$ cat config.mk
export PLATFORM = sky130hd
export DESIGN_NAME = bsg_manycore_reg_id_tracker
export DESIGN_NICKNAME = d
export VERILOG_FILES = /design/src/rtl/bsg_manycore_reg_id_tracker.sv
export SDC_FILE = /design/constraint.sdc
export NUM_CORES = 1
export LEC_CHECK = 0
export CAP_MARGIN = 20
export CORE_ASPECT_RATIO = 1.1
export CORE_MARGIN = 1.5
export CORE_UTILIZATION = 45
export CTS_CLUSTER_DIAMETER = 30
export DETAILED_ROUTE_END_ITERATION = 10
export RECOVER_POWER = 50
export SLEW_MARGIN = 30
export SYNTH_ARGS = -nofsm -noshare
export SYNTH_HDL_FRONTEND = slang
export SYNTH_SLANG_ARGS = --single-unit
$ cat constraint.sdc
create_clock -name clk_i -period 9.12 [get_ports clk_i]
set_clock_uncertainty 0.15 [all_clocks]
set_input_delay 1.368 -clock clk_i [delete_from_list [all_inputs] [get_ports clk_i]]
set_output_delay 1.368 -clock clk_i [all_outputs]
set_load 0.01 [all_outputs]
$ cat src/rtl/bsg_manycore_reg_id_tracker.sv
// bsg_manycore_reg_id_tracker
//
// Decodes the register id carried by a (possibly partial) store request and
// keeps a count of the outstanding requests for every register id. A new
// request is accepted only while its id has fewer than max_out_p requests
// outstanding. The decoded id leaves through a single output register that
// has a ready/valid handshake. Completions retire ids through return_v_i.
//
// Ports
//   clk_i, reset_n_i        clock; asynchronous active-low reset
//   v_i / ready_and_o       request handshake
//   data_i, mask_i          request data and byte mask (1 = lane written)
//   reg_id_i                explicit id, used only when every lane is written
//   v_o / ready_and_i       decoded-id handshake; reg_id_o carries the id
//   return_v_i              retire one outstanding request for return_reg_id_i
//   busy_o                  bit r set while id r has requests outstanding
//   underflow_o             sticky: an id was retired while its count was 0
//   mismatch_o              sticky: the unwritten lanes disagreed on the id
module bsg_manycore_reg_id_tracker #(
  parameter int data_width_p   = 32,
  parameter int reg_id_width_p = 5,
  parameter int max_out_p      = 4,
  localparam int lanes_lp      = data_width_p / 8,
  localparam int regs_lp       = 1 << reg_id_width_p
) (
  input  logic                      clk_i,
  input  logic                      reset_n_i,
  input  logic                      v_i,
  output logic                      ready_and_o,
  input  logic [data_width_p-1:0]   data_i,
  input  logic [lanes_lp-1:0]       mask_i,
  input  logic [reg_id_width_p-1:0] reg_id_i,
  output logic                      v_o,
  output logic [reg_id_width_p-1:0] reg_id_o,
  input  logic                      ready_and_i,
  input  logic                      return_v_i,
  input  logic [reg_id_width_p-1:0] return_reg_id_i,
  output logic [regs_lp-1:0]        busy_o,
  output logic                      underflow_o,
  output logic                      mismatch_o
);

  localparam int cnt_width_lp = $clog2(max_out_p + 1);
  localparam logic [cnt_width_lp-1:0] max_cnt_lp = cnt_width_lp'(max_out_p);
  localparam logic [cnt_width_lp-1:0] one_cnt_lp = cnt_width_lp'(1);

  // Only the low reg_id_width_p bits of each lane take part in the decode.
  logic unused_data;
  assign unused_data = ^data_i;

  logic [reg_id_width_p-1:0] decoded_id;
  logic                      lanes_differ;

  // The unwritten lanes of a partial store carry the id. If they disagree,
  // the OR of all of them is still used and the error is flagged.
  always_comb begin
    decoded_id   = '0;
    lanes_differ = 1'b0;
    for (int k = 0; k < lanes_lp; k++) begin
      if (!mask_i[k]) decoded_id = decoded_id | data_i[8*k +: reg_id_width_p];
    end
    // All lanes equal exactly when every lane equals their OR.
    for (int k = 0; k < lanes_lp; k++) begin
      if (!mask_i[k] && (data_i[8*k +: reg_id_width_p] != decoded_id)) lanes_differ = 1'b1;
    end
    if (&mask_i) decoded_id = reg_id_i;
  end

  logic [cnt_width_lp-1:0] count_reg [regs_lp];
  logic                    accept;

  // Never looks at return_v_i: a full id stays blocked until the retirement
  // has actually reached its counter.
  assign ready_and_o = (~v_o | ready_and_i) & (count_reg[decoded_id] < max_cnt_lp);
  assign accept      = v_i & ready_and_o;

  // Output register. An accept while the previous entry drains overwrites it,
  // so a steady stream sees no bubble.
  always_ff @(posedge clk_i or negedge reset_n_i) begin
    if (!reset_n_i) begin
      v_o      <= 1'b0;
      reg_id_o <= '0;
    end else if (accept) begin
      v_o      <= 1'b1;
      reg_id_o <= decoded_id;
    end else if (ready_and_i) begin
      v_o      <= 1'b0;
    end
  end

  // One counter per register id; busy follows the next count so that it
  // matches the counter after every edge.
  for (genvar gi = 0; gi < regs_lp; gi++) begin : g_cnt
    logic                    inc;
    logic                    dec;
    logic [cnt_width_lp-1:0] count_next;

    assign inc = accept && (decoded_id == reg_id_width_p'(gi));
    assign dec = return_v_i && (return_reg_id_i == reg_id_width_p'(gi));

    always_comb begin
      count_next = count_reg[gi];
      if (dec && (count_reg[gi] == '0)) begin
        // Retire with nothing outstanding: the return is dropped.
        count_next = inc ? one_cnt_lp : '0;
      end else if (inc && !dec) begin
        count_next = count_reg[gi] + one_cnt_lp;
      end else if (dec && !inc) begin
        count_next = count_reg[gi] - one_cnt_lp;
      end
    end

    always_ff @(posedge clk_i or negedge reset_n_i) begin
      if (!reset_n_i) begin
        count_reg[gi] <= '0;
        busy_o[gi]    <= 1'b0;
      end else begin
        count_reg[gi] <= count_next;
        busy_o[gi]    <= (count_next != '0);
      end
    end
  end

  always_ff @(posedge clk_i or negedge reset_n_i) begin
    if (!reset_n_i) begin
      underflow_o <= 1'b0;
      mismatch_o  <= 1'b0;
    end else begin
      if (return_v_i && (count_reg[return_reg_id_i] == '0)) underflow_o <= 1'b1;
      if (accept && lanes_differ) mismatch_o <= 1'b1;
    end
  end

endmodule
==> results list <==
- The flow ran to the end, but the final reports show violations.
* Violated checks: capacitance limit, slew limit
* Pwr per Cell Area: about 260 mW/mm²
- Number of flip-flops in the largest register: 96
- Number of gates given a new drive strength after cts: 0
- Along the worst path, the maximum fanout reaches 13.
- Combinational cells account for between 40% and 50% of the total power.
* Nature of the critical path endpoint: output pin
* Number of antenna violations at the first check in global routing: 0
* Crit-path max cell delay: between 0.6 and 0.7 ns
* Number of remaining DRC errors: 0
- Row generation in the floorplan step produced 58 rows.
- Total wire length after detailed routing: between 20000 and 30000 µm
- In the synthesized netlist the dominant register cell turns out to be dfrtp_1.
- The worst hold path terminates at mismatch_o.
- Effective utilization at floorplan: a little under half
* Fillers: 2170
- Number of antenna cells inserted: 0
* Length of the first detailed-routing pass in iterations: 6
- The clock tree synthesis step divided the H-tree into 4 levels.
- The average instance in the mapped netlist occupies between 8 and 9 µm².
- The tightest hold path in the finished design has a slack of 0.309 ns.
- Setup violations remaining at the end of the flow were counted as 0.
* Width of the chip: around 150 µm
- Synthesis handed over a netlist of between 1000 and 1500 instances.
- Upper clock frequency limit: 0.146 GHz
- The number of global-route vias before repair was around 8700.
- Cell depth of the worst min-delay path: 1
* Most common cell type on the critical path: mux2i_1
- Quantity of I/O buffers inserted on ports: 79
- Switching power total: ~1300 µW
* DRC violation total after the first TritonRoute iteration: between 700 and 800
* Sw Share: a little over 40%
- Max-capacitance violation count: 1
- At the later pin of the worst-skew pair, clock insertion delay measures ~0.44 ns.
- Routability-driven placement finished with a final weighted congestion of 0.933.
- After synthesis, the share of flip-flops with an asynchronous set or reset is 100%.
- Slew margin rel.: -152%
* Share of cells above drive strength 1: under 10%
- After clock tree synthesis, the setup repair step added 0 buffers.
- The critical path goes through clkdlybuf4s50_1 -> and4_1 -> nand2_1 -> nand2_1 -> mux4_2 -> mux2i_1 -> mux2i_1 -> mux2i_1 -> and2_1 -> clkdlybuf4s50_1.
* Y dimension of the die: about 160 µm
- Clock tree synthesis inserted a total of 17 buffers.
- Summing over every cut layer, the via total after detailed routing is roughly 9300.
- The worst hold path belongs to the class reg -> reg.
- TritonCTS built the clock tree.
- Slowest cell on the critical path: clkdlybuf4s50_1
- The die covers ~0.024 mm².
* Multi-input gate area: 0.00650 mm²
- Remaining number of nets flagged by the antenna check after routing: 0
- Adding up every negative setup slack in the final design gives 0 ns.
- Dividing the final minimum period by the clock period gives between 70% and 80%.
* Startpoint of the worst-slack reg-to-reg timing path: count_reg[56]
- Global routing consumed, over all layers together, about a quarter of the routing resources.
- Count of pins over their slew limit: 66
- In the final design database the tool counted roughly 1400 nets.
- In this run the register-to-register setup slack is 5.92 ns.
- At the pin with the least slew margin, the transition time is between 3 and 4 ns.
- WL per Instance: around 18 µm
- After detailed routing, the number of vias per cell comes to a little under 6.
- After synthesis, the netlist uses slightly below 80 different library cells.
- Element type at the critical path start: input port
- Floorplan core area: around 0.023 mm²
- Clock root buffer: clkbuf_16
* Final Hold Fails: 0
* Worst R2R End: reg_id_o[0]
- Data arrival at the endpoint of the critical path: between 5 and 6 ns
* Total Power: 3080 µW
- Worst Reg2Reg Path Length in Cells: 6
- Final period demand of the worst path: between 6 and 7 ns
- For this design the static power due to leakage is 0.00506 µW.
* Relative contribution of sequential cells to total power: approximately a third
- Worst hold path startpoint: mismatch_o
* Critical path class: in -> out
* CTS sink cnt: 136
- Setup repair after global routing left no endpoint under its margin.
- Netlist area before placement: about 0.010 mm²
* Grt ovf: 0
- Maximum root-to-sink buffer count: 2
* First-pass GRT wire length: roughly 46000 µm
- In this run, synthesis produced a sequential element count of around 140.
- Counting flops with a built-in enable in the synthesized netlist gives 0.
- Post-CTS clock slew at the launch and capture registers of the worst setup and hold paths: roughly 0.06 ns
* Fraction of the yosys area taken by sequential cells: 32.6%
* Final HPWL DP: between 20000 and 25000 µm
- Yosys printed 0 warnings.
- The share of total power dissipated in the clock network is a little over a fifth.
- Internal portion of total power: between 1500 and 2000 µW
- Synthesis produced a netlist with a net count of around 1400.
- Number of placed I/O pins: between 90 and 100
- Largest net degree at the start of global routing: 73
* Cts hold-fix bufs: 0
* Required time reported for the critical path endpoint: roughly 7.6 ns
- IR analysis of the VDD net gives a maximum drop of approximately 0.14 mV.
* Area taken by flip-flops and latches: ~0.0034 mm²
- Layout overhead on the synthesized area: 15.3%
worst max-delay path, delay by kind of cell:
kind / cells / cell delay (ns)
multiplexers: 4 / 1.37
AND/OR/NAND/NOR: 4 / 1.38
buffers and inverters: 2 / 1.21
cells in the mapped netlist, types with 6 or more instances:
cell / instances / area (µm²)
mux2i_1: 24 / 240
dfrtp_1: 136 / 3400
a22oi_1: 6 / 45.0
o21ai_0: 70 / 350
ha_1: 96 / 1200
and3_1: 10 / 62.6
and2_1: 9 / 56.3
nor2_1: 83 / 312
a21oi_1: 60 / 300
nor4_1: 29 / 181
nand3_1: 54 / 270
nor3_1: 47 / 235
buf_2: 10 / 50.1
inv_1: 97 / 364
a31oi_1: 12 / 75.1
or3_1: 28 / 175
o211ai_1: 10 / 75.1
a211oi_1: 15 / 113
nor2b_1: 22 / 138
nand2b_1: 21 / 131
nand2_1: 135 / 507
xor2_1: 18 / 158
nand4_1: 13 / 81.3
a211o_1: 15 / 131
clkbuf_1: 18 / 67.6
a21o_1: 8 / 60.1
xnor2_1: 28 / 245
o22ai_1: 14 / 87.6
mux2_2: 11 / 124
worst max-delay path by stage:
stage	start	slack [ns]	end	cells past startpoint
floorplan	mask_i[0]	4.19	ready_and_o	10
global placement	mask_i[0]	2.34	ready_and_o	10
detailed placement	mask_i[0]	2.31	ready_and_o	10
CTS	mask_i[0]	2.31	ready_and_o	10
global route	mask_i[0]	2.10	ready_and_o	10
finish	mask_i[0]	2.27	ready_and_o	10
placed cells by master, fill, tap and decap left out, types with 13 or more instances in the layout:
| cell type | instances |
|---|---|
| or3_1 | 28 |
| ha_1 | 96 |
| xnor2_1 | 28 |
| dfrtp_1 | 136 |
| clkdlybuf4s50_1 | 58 |
| mux2i_1 | 24 |
| nor3_1 | 47 |
| nand2_1 | 135 |
| dlygate4sd3_1 | 20 |
| o22ai_1 | 14 |
| nand3_1 | 54 |
| nand4_1 | 13 |
| nand2b_1 | 21 |
| a21oi_1 | 60 |
| nor2b_1 | 21 |
| xor2_1 | 18 |
| nor4_1 | 29 |
| a211oi_1 | 15 |
| inv_1 | 97 |
| a211o_1 | 15 |
| clkbuf_16 | 17 |
| nor2_1 | 83 |
| o21ai_0 | 70 |
through the flow:
step                      utilization [%]  cell area, µm²  worst slack, ns  std cells
final                                52.7           12000             2.27       1596
after global routing                 52.7           12000             2.10       1596
after CTS                            52.7           12000             2.31       1596
after detailed placement             50.3           11500             2.31       1564
after global placement               50.2           11500             2.34       1564
after floorplan                         -           10400             4.19       1214
metal layers:
layer / part of all wire (%) / GRT usage [%] / up-vias
met1: 45 / 32.3 / 4470
met2: 48 / 40.9 / 295
met5: 0 / 0 / -
li1: - / - / 4496
met3: 5.1 / 3.39 / 43
met4: 2.1 / 7.74 / 0
final cells by class:
cell class	instances	share of cell area [%]
clock buffer	18	3.56
clock inverter	14	1.05
inverter	98	3.06
multi-input combinational	944	54.0
sequential	136	28.3
tap	300	3.12
timing repair buffer	86	6.98
power by group through the flow:
stage | clock network [µW] | registers (µW) | logic, µW
2_1_floorplan | 0 | 1040 | 926
3_3_place_gp | 0 | 1080 | 1320
3_5_place_dp | 0 | 1080 | 1340
4_1_cts | 674 | 1070 | 1350
5_1_grt | 703 | 1110 | 1510
6_report | 665 | 1070 | 1340
cells by family (layout without fill, tap and decap cells):
logic type | Yosys count | count (layout) | share of synthesized area [%]
fa+ha+maj | 96 | 96 | 11.5
xor+xnor | 46 | 46 | 3.86
mux | 40 | 40 | 4.35
buf+inv | 134 | 216 | 5.22
flops | 136 | 136 | 32.6
simple gates | 494 | 494 | 24.8
compound gates | 268 | 268 | 17.7
Note: power is estimated with default switching activity, not from simulation.
